==> src/rtl/ov7670_emulator.sv <==
// OV7670 sensor stand-in: RGB444 parallel video (pclk = clk/2) from a frame-buffer.
// Define OV7670_EMU_TESTPATTERN_EN to emit 8 vertical colour bars instead.
module ov7670_emulator #(
  parameter int   c_img_cols    = 160,
  parameter int   c_img_rows    = 120,
  parameter int   c_nb_img_pxls = 15,
  parameter int   c_nb_buf      = 12,
  parameter int   c_line_pclk   = 400,
  parameter int   c_vsync_lines = 3,
  parameter int   c_vbp_lines   = 17,
  parameter int   c_vfp_lines   = 10,
  parameter logic swap_r_b      = 1'b0
) (
  input  logic                     clk,
  input  logic                     rst,
  input  logic                     en,
  output logic                     pclk,
  output logic                     vsync,
  output logic                     href,
  output logic [7:0]               d,
  output logic [c_nb_img_pxls-1:0] frame_addr,
  input  logic [c_nb_buf-1:0]      frame_pxl,
  output logic                     frame_done
);

  localparam int PW = $clog2(c_line_pclk);
  localparam int LW = $clog2(c_img_rows + c_vsync_lines
                             + c_vbp_lines + c_vfp_lines + 1);
  localparam int AW = c_nb_img_pxls;
  localparam logic [AW-1:0] LAST_ADDR = AW'(c_img_rows * c_img_cols - 1);

  localparam logic [2:0] S_IDLE   = 3'd0;
  localparam logic [2:0] S_VSYNC  = 3'd1;
  localparam logic [2:0] S_VBP    = 3'd2;
  localparam logic [2:0] S_ACTIVE = 3'd3;
  localparam logic [2:0] S_VFP    = 3'd4;

  logic [2:0]    state_q, state_d;
  logic          pclk_q, vsync_q, href_q, done_q;
  logic [7:0]    d_q, hold_q;
  logic [AW-1:0] addr_q;
  logic [PW-1:0] pcnt_q;
  logic [LW-1:0] lcnt_q, lines_m1;
  logic          fall_w, line_end_w, last_line_w, wrap_w;
  logic          act_w, first_w;
  logic [11:0]   src_w;
  logic [3:0]    r_w, g_w, b_w;

  assign fall_w      = (state_q != S_IDLE) && pclk_q;
  assign line_end_w  = pcnt_q == PW'(c_line_pclk - 1);
  assign last_line_w = lcnt_q == lines_m1;
  assign wrap_w      = fall_w && line_end_w && last_line_w;
  assign act_w       = (state_q == S_ACTIVE)
                    && (pcnt_q < PW'(2 * c_img_cols));
  assign first_w     = act_w && !pcnt_q[0];

  // Line count of the current phase and the phase that follows it.
  always_comb begin
    lines_m1 = '0;
    state_d  = S_IDLE;
    case (state_q)
      S_IDLE: state_d = en ? S_VSYNC : S_IDLE;
      S_VSYNC: begin
        lines_m1 = LW'(c_vsync_lines - 1);
        state_d  = S_VBP;
      end
      S_VBP: begin
        lines_m1 = LW'(c_vbp_lines - 1);
        state_d  = S_ACTIVE;
      end
      S_ACTIVE: begin
        lines_m1 = LW'(c_img_rows - 1);
        state_d  = S_VFP;
      end
      S_VFP: begin
        lines_m1 = LW'(c_vfp_lines - 1);
        state_d  = en ? S_VSYNC : S_IDLE;
      end
      default: state_d = S_IDLE;
    endcase
  end

`ifdef OV7670_EMU_TESTPATTERN_EN
  logic [PW-1:0] bar_w;
  logic          unused_pxl;
  assign unused_pxl = ^frame_pxl;
  assign bar_w = (pcnt_q >> 1) / PW'(c_img_cols / 8);

  // Colour of the bar under the current pixel.
  always_comb begin
    case (bar_w)
      PW'(0):  src_w = 12'hFFF;
      PW'(1):  src_w = 12'hFF0;
      PW'(2):  src_w = 12'h0FF;
      PW'(3):  src_w = 12'h0F0;
      PW'(4):  src_w = 12'hF0F;
      PW'(5):  src_w = 12'hF00;
      PW'(6):  src_w = 12'h00F;
      default: src_w = 12'h000;
    endcase
  end
`else
  assign src_w = frame_pxl[11:0];
`endif

  assign r_w = swap_r_b ? src_w[3:0]  : src_w[11:8];
  assign g_w = src_w[7:4];
  assign b_w = swap_r_b ? src_w[11:8] : src_w[3:0];

  // Pixel clock, frame phase and line/pixel counters.
  always_ff @(posedge clk or posedge rst) begin
    if (rst) begin
      state_q <= S_IDLE;
      pclk_q  <= 1'b0;
      pcnt_q  <= '0;
      lcnt_q  <= '0;
      done_q  <= 1'b0;
    end else begin
      done_q <= wrap_w && (state_q == S_VFP);
      if (state_q == S_IDLE) begin
        pclk_q  <= 1'b0;
        pcnt_q  <= '0;
        lcnt_q  <= '0;
        state_q <= state_d;
      end else begin
        pclk_q <= ~pclk_q;
        if (fall_w) begin
          if (line_end_w) begin
            pcnt_q <= '0;
            if (last_line_w) begin
              lcnt_q  <= '0;
              state_q <= state_d;
            end else begin
              lcnt_q <= lcnt_q + 1'b1;
            end
          end else begin
            pcnt_q <= pcnt_q + 1'b1;
          end
        end
      end
    end
  end

  // Video outputs change only on pclk falling edges.
  always_ff @(posedge clk or posedge rst) begin
    if (rst) begin
      vsync_q <= 1'b0;
      href_q  <= 1'b0;
      d_q     <= 8'h00;
    end else if (fall_w) begin
      vsync_q <= state_q == S_VSYNC;
      href_q  <= act_w;
      if (!act_w)         d_q <= 8'h00;
      else if (pcnt_q[0]) d_q <= hold_q;
      else                d_q <= {4'h0, r_w};
    end
  end

  // Pixel latch and read address, prefetched one pixel ahead.
  always_ff @(posedge clk or posedge rst) begin
    if (rst) begin
      addr_q <= '0;
      hold_q <= 8'h00;
    end else if ((state_q == S_IDLE) && en) begin
      addr_q <= '0;
    end else if (wrap_w && (state_q == S_VFP) && en) begin
      addr_q <= '0;
    end else if (fall_w && first_w) begin
      hold_q <= {g_w, b_w};
`ifndef OV7670_EMU_TESTPATTERN_EN
      addr_q <= (addr_q == LAST_ADDR) ? '0 : addr_q + 1'b1;
`endif
    end
  end

  assign pclk       = pclk_q;
  assign vsync      = vsync_q;
  assign href       = href_q;
  assign d          = d_q;
  assign frame_addr = addr_q;
  assign frame_done = done_q;

endmodule

==> config.mk <==
export PLATFORM = sky130hd
export DESIGN_NAME = ov7670_emulator
export DESIGN_NICKNAME = d
export VERILOG_FILES = /design/src/rtl/ov7670_emulator.sv
export SDC_FILE = /design/constraint.sdc
export NUM_CORES = 1
export LEC_CHECK = 0
export CAP_MARGIN = 20
export CORE_MARGIN = 5
export CORE_UTILIZATION = 49
export DETAILED_ROUTE_END_ITERATION = 8
export PLACE_DENSITY_LB_ADDON = 0.05
export SYNTH_ARGS = -nofsm -noshare
export SYNTH_HDL_FRONTEND = slang
export SYNTH_SLANG_ARGS = --single-unit
==> constraint.sdc <==
create_clock -name clk -period 2.1 [get_ports clk]
set_clock_uncertainty 0.2 [all_clocks]
set_input_delay 0.21 -clock clk [delete_from_list [all_inputs] [get_ports clk]]
set_output_delay 0.21 -clock clk [all_outputs]
set_load 0.02 [all_outputs]
==> results of run 1 <==
[cells by family (layout without fill, tap and decap cells)]
| logic type | Yosys count | count (layout) | share of synthesized area [%] |
|---|---|---|---|
| AND/OR/NAND/NOR | 138 | 138 | 24.6 |
| AO/OA/AOI/OAI | 55 | 55 | 13.3 |
| flip-flops | 55 | 55 | 48.9 |
| buffers and inverters | 26 | 118 | 4.09 |
| XOR/XNOR | 18 | 18 | 5.60 |
| multiplexers | 6 | 6 | 2.18 |
| adder cells (fa/ha/maj) | 3 | 3 | 1.33 |
[cell type report]
cell class / instances / area (µm²) / share of cell area (%)
multi-input cells: 220 / 1440 / 36.8
repair buffers: 97 / 862 / 22.0
flip-flops and latches: 55 / 1380 / 35.2
clock inverters: 2 / 13.8 / 0.351
inverters: 13 / 48.8 / 1.25
well taps: 72 / 90.1 / 2.30
clock buffers: 6 / 82.6 / 2.11
[what timing repair did]
| item | CTS | global route |
|---|---|---|
| buffers inserted | 8 | 5 |
| endpoints found under the hold margin | 0 | 0 |
| resized for setup | 14 | 23 |
| pin swaps | 2 | 10 |
| setup endpoints to repair | 23 | 26 |
[worst min-delay path, stage by stage]
cell and delay [ns]:
clkdlybuf4s50_1 0.41, inv_2 0.07, buf_12 0.27
[routing by layer]
| metal | GRT usage (%) | vias up | wire length, µm |
|---|---|---|---|
| met5 | 0 | - | 0 |
| met4 | 4.89 | 0 | 89 |
| met3 | 3.84 | 9 | 212 |
| met2 | 33.7 | 51 | 3610 |
| met1 | 26.6 | 1251 | 3270 |
| li1 | - | 1246 | - |
[worst paths after layout]
kind                            cells past startpoint              startpoint                        end  slack [ns]
worst min-delay path                                3                     rst  frame_addr[9]$_DFFE_PP0P_        0.05
worst max register to register                      8  state_q[0]$_DFFE_PP0P_     state_q[2]$_DFFE_PP0P_       -0.11
worst min register to register                      2   hold_q[2]$_DFFE_PP0P_      hold_q[2]$_DFFE_PP0P_        0.29
worst max-delay path                                8  state_q[0]$_DFFE_PP0P_     state_q[2]$_DFFE_PP0P_       -0.11
min in group clk                                    3            frame_pxl[4]      hold_q[4]$_DFFE_PP0P_        0.21
max in group asynchronous                           3                     rst     state_q[0]$_DFFE_PP0P_        1.39
[stage by stage]
step,instances,area (µm²),utilization [%]
final,465,3920,70.7
after global routing,465,3920,70.7
after CTS,460,3780,68.2
after detailed placement,444,3590,64.8
after global placement,444,3590,64.8
after floorplan,301,2820,-
[report_power, final]
| part | switching (mW) | total (mW) | internal (mW) |
|---|---|---|---|
| Clock | 0.362 | 0.632 | 0.271 |
| Sequential | 0.113 | 1.26 | 1.14 |
| Combinational | 0.333 | 0.654 | 0.320 |
| Total | 0.808 | 2.54 | 1.73 |
[registers in the layout, summed over array words and instances, names as in the netlist]
name        flops
frame_done      1
pcnt_q          9
hold_q          8
href            1
lcnt_q          8
frame_addr     15
state_q         3
vsync           1
d               8
pclk            1
[placed cells by master, fill, tap and decap left out, types with 8 or more instances in the layout]
cell and instances:
nand2_1 50, buf_4 50, nand4_1 8, dfrtp_1 52
nor2_1 25, o21ai_0 12, nand3_1 9, inv_1 11
xor2_1 12, clkdlybuf4s50_1 41, a21oi_1 9
==> flow_summary.json, run 1 <==
{
  "outcome": "finished, violations left",
  "violated_checks": "setup timing",
  "ys_warn_count": 0,
  "timing.critical_path.from_type": "flop",
  "ctsHoldBuffers": 0,
  "synth.yosys.seq_area_share_pct": 48.9,
  "crit_top_cell": "buf_4",
  "grt_setup_unrepaired": "true",
  "pre_cts_slack_ns": -0.120,
  "worstPathMaxFanout": 6,
  "netlist_top_cells_area": "dfrtp_1 (49%), nand2_1 (6.8%), xor2_1 (3.7%), nor2_1 (3.6%), o21ai_0 (2.5%)",
  "n_antenna_cell": 0,
  "clkSinkCount": 55,
  "grt_overflow": 0,
  "grt_antenna_before_repair": 0,
  "setup-tns-final_ns": -1.41,
  "avgSynthCellArea_um2": 9.35,
  "finish.net_count": 410,
  "worst_slew_pin_slew_ns": 0.428,
  "synthTopCellsByCount": "dfrtp_1 (55), nand2_1 (51), nor2_1 (27)",
  "synth_top_flop_cell": "dfrtp_1",
  "synthDominantCellAreaShare_pct": 48.9,
  "power_density_mw_per_mm2": 649,
  "final_max_slew_viol_count": 0,
  "finalHoldViolations": 0,
  "drt_iter0_markers": 100,
  "grt_pass1_wl_um": 12000,
  "post_synth_inst_count": 301,
  "worstSetupPathType": "reg2reg",
  "maxCapViolations": 0,
  "peakVddDrop_v": 0.000474,
  "cts_buffers": 5,
  "holdWs_ns": 0.0546,
  "setup_slack_ns": -0.111,
  "drt.antenna.violating_nets": 0,
  "clockRootBuffer": "clkbuf_8",
  "report.power.total_mw": 2.54,
  "crit_chain": "buf_4, buf_4, a31oi_1, a2bb2oi_2, and3_4, buf_4, nand2_2, mux2_2",
  "viasPerCell": 5.50,
  "cp.required_ns": 2.11,
  "pin_count": 42,
  "yosys.area.top_type": "dfrtp_1",
  "layout_worst_path_cycle_share_pct": 105,
  "htree_levels": 2,
  "floorplan.initialDensity_pct": 50.8,
  "setup.worst_path.end_class": "flop",
  "clkLatencyLatePin_ns": 0.31,
  "cts_max_path_buffers": 2,
  "post-synth-top-count-cell": "dfrtp_1",
  "layout-drive-gt1-share_pct": 25.2,
  "design.die.area_mm2": 0.00736,
  "synth_enable_flop_cells": 0,
  "filler_cells_inserted": 433,
  "delay_contributed_by_the_slowest_stage_of_the_critical_path_ns": 0.48,
  "setup_viol_count_final": 19,
  "chipWidth_um": 85.8,
  "slew_headroom_pct": 71.5,
  "period_minus_ws_final_ns": 2.21,
  "synth.distinct_cells": 47,
  "worst-endpoint-arrival_ns": 2.22,
  "chipHeight_um": 85.8,
  "cellLeakagePower_nw": 1.72,
  "std_cell_rows": 27,
  "grt_util_all_layers_pct": 20.0,
  "synth-async-reset-ratio_pct": 100,
  "grt_pass1_vias": 2568,
  "yosys_register_bits": 55,
  "finalWirelength_um": 7180,
  "cts.reportedPaths.clkPinSlew_ns": 0.10,
  "routabilityCongestion": 0.841,
  "cp.buffers_inverters": 3,
  "syn-cell-area_mm2": 0.00281,
  "dp_hpwl_um": 4880,
  "firstDrtPassIters": 4,
  "worst_path_max_delay_cell": "dfrtp_2",
  "grt_max_degree": 56,
  "num_vias": 2557,
  "route.detailed.wl_per_inst_um": 15.4,
  "synthToLayoutAreaGrowth_pct": 39.3,
  "min_path_type": "in2async",
  "critPathTopFamily": "flip-flops",
  "io_buffers": 41,
  "design.core.area_mm2": 0.00554,
  "synth_nets": 319,
  "cts_tree": "built",
  "max_freq_mhz": 452,
  "detail_route.drc_violations": 0
}
No activity file was read; power rests on OpenSTA's default activity.
==> inputs of run 2 (changes only) <==
--- a/config.mk
+++ b/config.mk
@@ -8,7 +8,10 @@
 export CAP_MARGIN = 20
 export CORE_MARGIN = 5
 export CORE_UTILIZATION = 49
+export CTS_CLUSTER_DIAMETER = 40
+export CTS_CLUSTER_SIZE = 12
 export DETAILED_ROUTE_END_ITERATION = 8
+export GPL_ROUTABILITY_DRIVEN = 0
 export PLACE_DENSITY_LB_ADDON = 0.05
 export SYNTH_ARGS = -nofsm -noshare
 export SYNTH_HDL_FRONTEND = slang
==> flow_summary.json, run 2 (synthesized netlist as in run 1, its figures left out) <==
{
  "outcome": "finished, violations left",
  "violated_checks": "setup timing",
  "period_minus_ws_final_ns": 2.20,
  "crit_chain": "buf_6, and3b_1, a31oi_1, o221ai_2, and3_4, a221o_1, buf_6, a31oi_1",
  "startpoint": "state_q[0]$_DFFE_PP0P_",
  "dp_hpwl_um": 4770,
  "grt_max_degree": 56,
  "n_antenna_cell": 0,
  "internal_power_mw": 1.90,
  "grt_setup_unrepaired": "true",
  "cts.reportedPaths.clkPinSlew_ns": 0.10,
  "timing.critical_path.from_type": "flop",
  "worstSetupPathType": "reg2reg",
  "min_path_type": "in2async",
  "floorplan.initialDensity_pct": 50.8,
  "peakVddDrop_v": 0.000442,
  "htree_levels": 2,
  "sequential_area_mm2": 0.00138,
  "slew_headroom_pct": 76.3,
  "viasPerCell": 5.47,
  "setup_slack_ns": -0.0951,
  "holdWs_ns": 0.0708,
  "route.detailed.wl_per_inst_um": 14.8,
  "final_core_utilization_pct": 69.0,
  "worst_slew_pin_slew_ns": 0.352,
  "switching_power_share_of_the_total_pct": 28.6,
  "footprint_of_the_multi_input_gates_mm2": 0.00140,
  "clkLatencyLatePin_ns": 0.31,
  "grt_antenna_before_repair": 0,
  "design.die.area_mm2": 0.00736,
  "setup-tns-final_ns": -0.890,
  "timing.reg2reg.setup_slack_ns": -0.1,
  "firstDrtPassIters": 4,
  "detail_route.drc_violations": 0,
  "io_buffers": 41,
  "share_clk_of_total_power_pct": 30.9,
  "max_freq_mhz": 456,
  "met3_wirelength_from_detailed_routing_um": 240,
  "setup.worst_path.end_class": "flop",
  "design.core.area_mm2": 0.00554,
  "ctsHoldBuffers": 0,
  "setup_viol_count_final": 15,
  "cts_max_path_buffers": 2,
  "grt_pass1_vias": 2442,
  "dr.max_layer_used": "met4",
  "power_density_mw_per_mm2": 696,
  "pre_cts_slack_ns": -0.128,
  "finalHoldViolations": 0,
  "p_sw_mw": 0.760,
  "cp.required_ns": 2.13,
  "drt_iter0_markers": 150,
  "worst_path_max_delay_cell": "dfrtp_2",
  "maxCapViolations": 0,
  "grt_overflow": 0,
  "met1_length_um": 3070,
  "rr_endpoint": "frame_addr[14]$_DFFE_PP0P_",
  "finish.net_count": 399,
  "layout.cell_area.non_filler_mm2": 0.00382,
  "dr_wl_met2_um": 3320,
  "worst-endpoint-arrival_ns": 2.23,
  "launch_point_of_the_worst_reg_to_reg_path": "state_q[0]$_DFFE_PP0P_",
  "layout_worst_path_cycle_share_pct": 105,
  "share_seq_of_total_power_pct": 46.8,
  "grt_util_all_layers_pct": 19.1,
  "clkSinkCount": 55,
  "chipHeight_um": 85.8,
  "num_vias": 2482,
  "synthToLayoutAreaGrowth_pct": 35.8,
  "grt_pass1_wl_um": 11300,
  "worstPathMaxFanout": 13,
  "ff2ff_path_depth": 8,
  "comb_power_share_pct": 22.4,
  "cts_tree": "built",
  "layout-drive-gt1-share_pct": 20.2,
  "drt.antenna.violating_nets": 0,
  "most-common-layout-cells": "nand2_1 (51), dfrtp_1 (51), clkdlybuf4s50_1 (41), buf_4 (41), nor2_1 (26)",
  "std_cell_rows": 27,
  "finalWirelength_um": 6740,
  "post_dp_cell_area_mm2": 0.00358,
  "clockRootBuffer": "clkbuf_8",
  "cellLeakagePower_nw": 1.66,
  "pin_count": 42,
  "cts_buffers": 5,
  "final_max_slew_viol_count": 0,
  "max_reg_flops": 15,
  "delay_contributed_by_the_slowest_stage_of_the_critical_path_ns": 0.47,
  "chipWidth_um": 85.8,
  "filler_cells_inserted": 461
}
[run 2: area by class of cell]
cell class | instances | area share (%)
clock inverter | 2 | 1.57
sequential | 55 | 36.1
multi-input combinational | 220 | 36.5
inverter | 13 | 1.28
timing repair buffer | 86 | 20.2
clock buffer | 6 | 1.90
tap | 72 | 2.36
[run 2: critical path: cells and delay by family (launching register included)]
kind | cells | cell delay [ns]
AO/OA/AOI/OAI | 4 | 0.82
buffers and inverters | 2 | 0.30
flip-flops | 1 | 0.47
AND/OR/NAND/NOR | 2 | 0.33
[run 2: power groups by stage]
stage / sequential [mW] / clock (mW) / combinational, mW
6_report: 1.24 / 0.822 / 0.595
5_1_grt: 1.26 / 0.890 / 0.649
4_1_cts: 1.24 / 0.844 / 0.583
3_5_place_dp: 1.26 / 0 / 0.579
3_3_place_gp: 1.26 / 0 / 0.566
2_1_floorplan: 1.30 / 0 / 0.278
[run 2: metal layers]
metal,vias up,track usage [%]
met5,-,0
met4,0,7.19
met3,10,3.75
met2,56,31.4
met1,1205,24.9
li1,1211,-
[run 2: worst max-delay path by stage]
stage / to / slack, ns / cells after the start
after floorplan: frame_addr[5]$_DFFE_PP0P_ / 0.006 / 7
after global placement: frame_addr[12]$_DFFE_PP0P_ / -0.06 / 8
after detailed placement: frame_addr[12]$_DFFE_PP0P_ / -0.13 / 8
after CTS: frame_addr[14]$_DFFE_PP0P_ / -0.08 / 8
after global routing: frame_addr[12]$_DFFE_PP0P_ / -0.16 / 8
final: frame_addr[14]$_DFFE_PP0P_ / -0.1 / 8
[run 2: through the flow]
step	cells	total power [mW]
floorplan	301	1.57
global placement	442	1.83
detailed placement	442	1.84
CTS	450	2.67
global route	454	2.80
finish	454	2.66
[run 2: timing repair]
action                     4_1_cts  5_1_grt
resized for setup                5       16
hold endpoints to repair         0        0
setup endpoints to repair       18       25
pin swaps                        3        2
setup buffers                    0        4
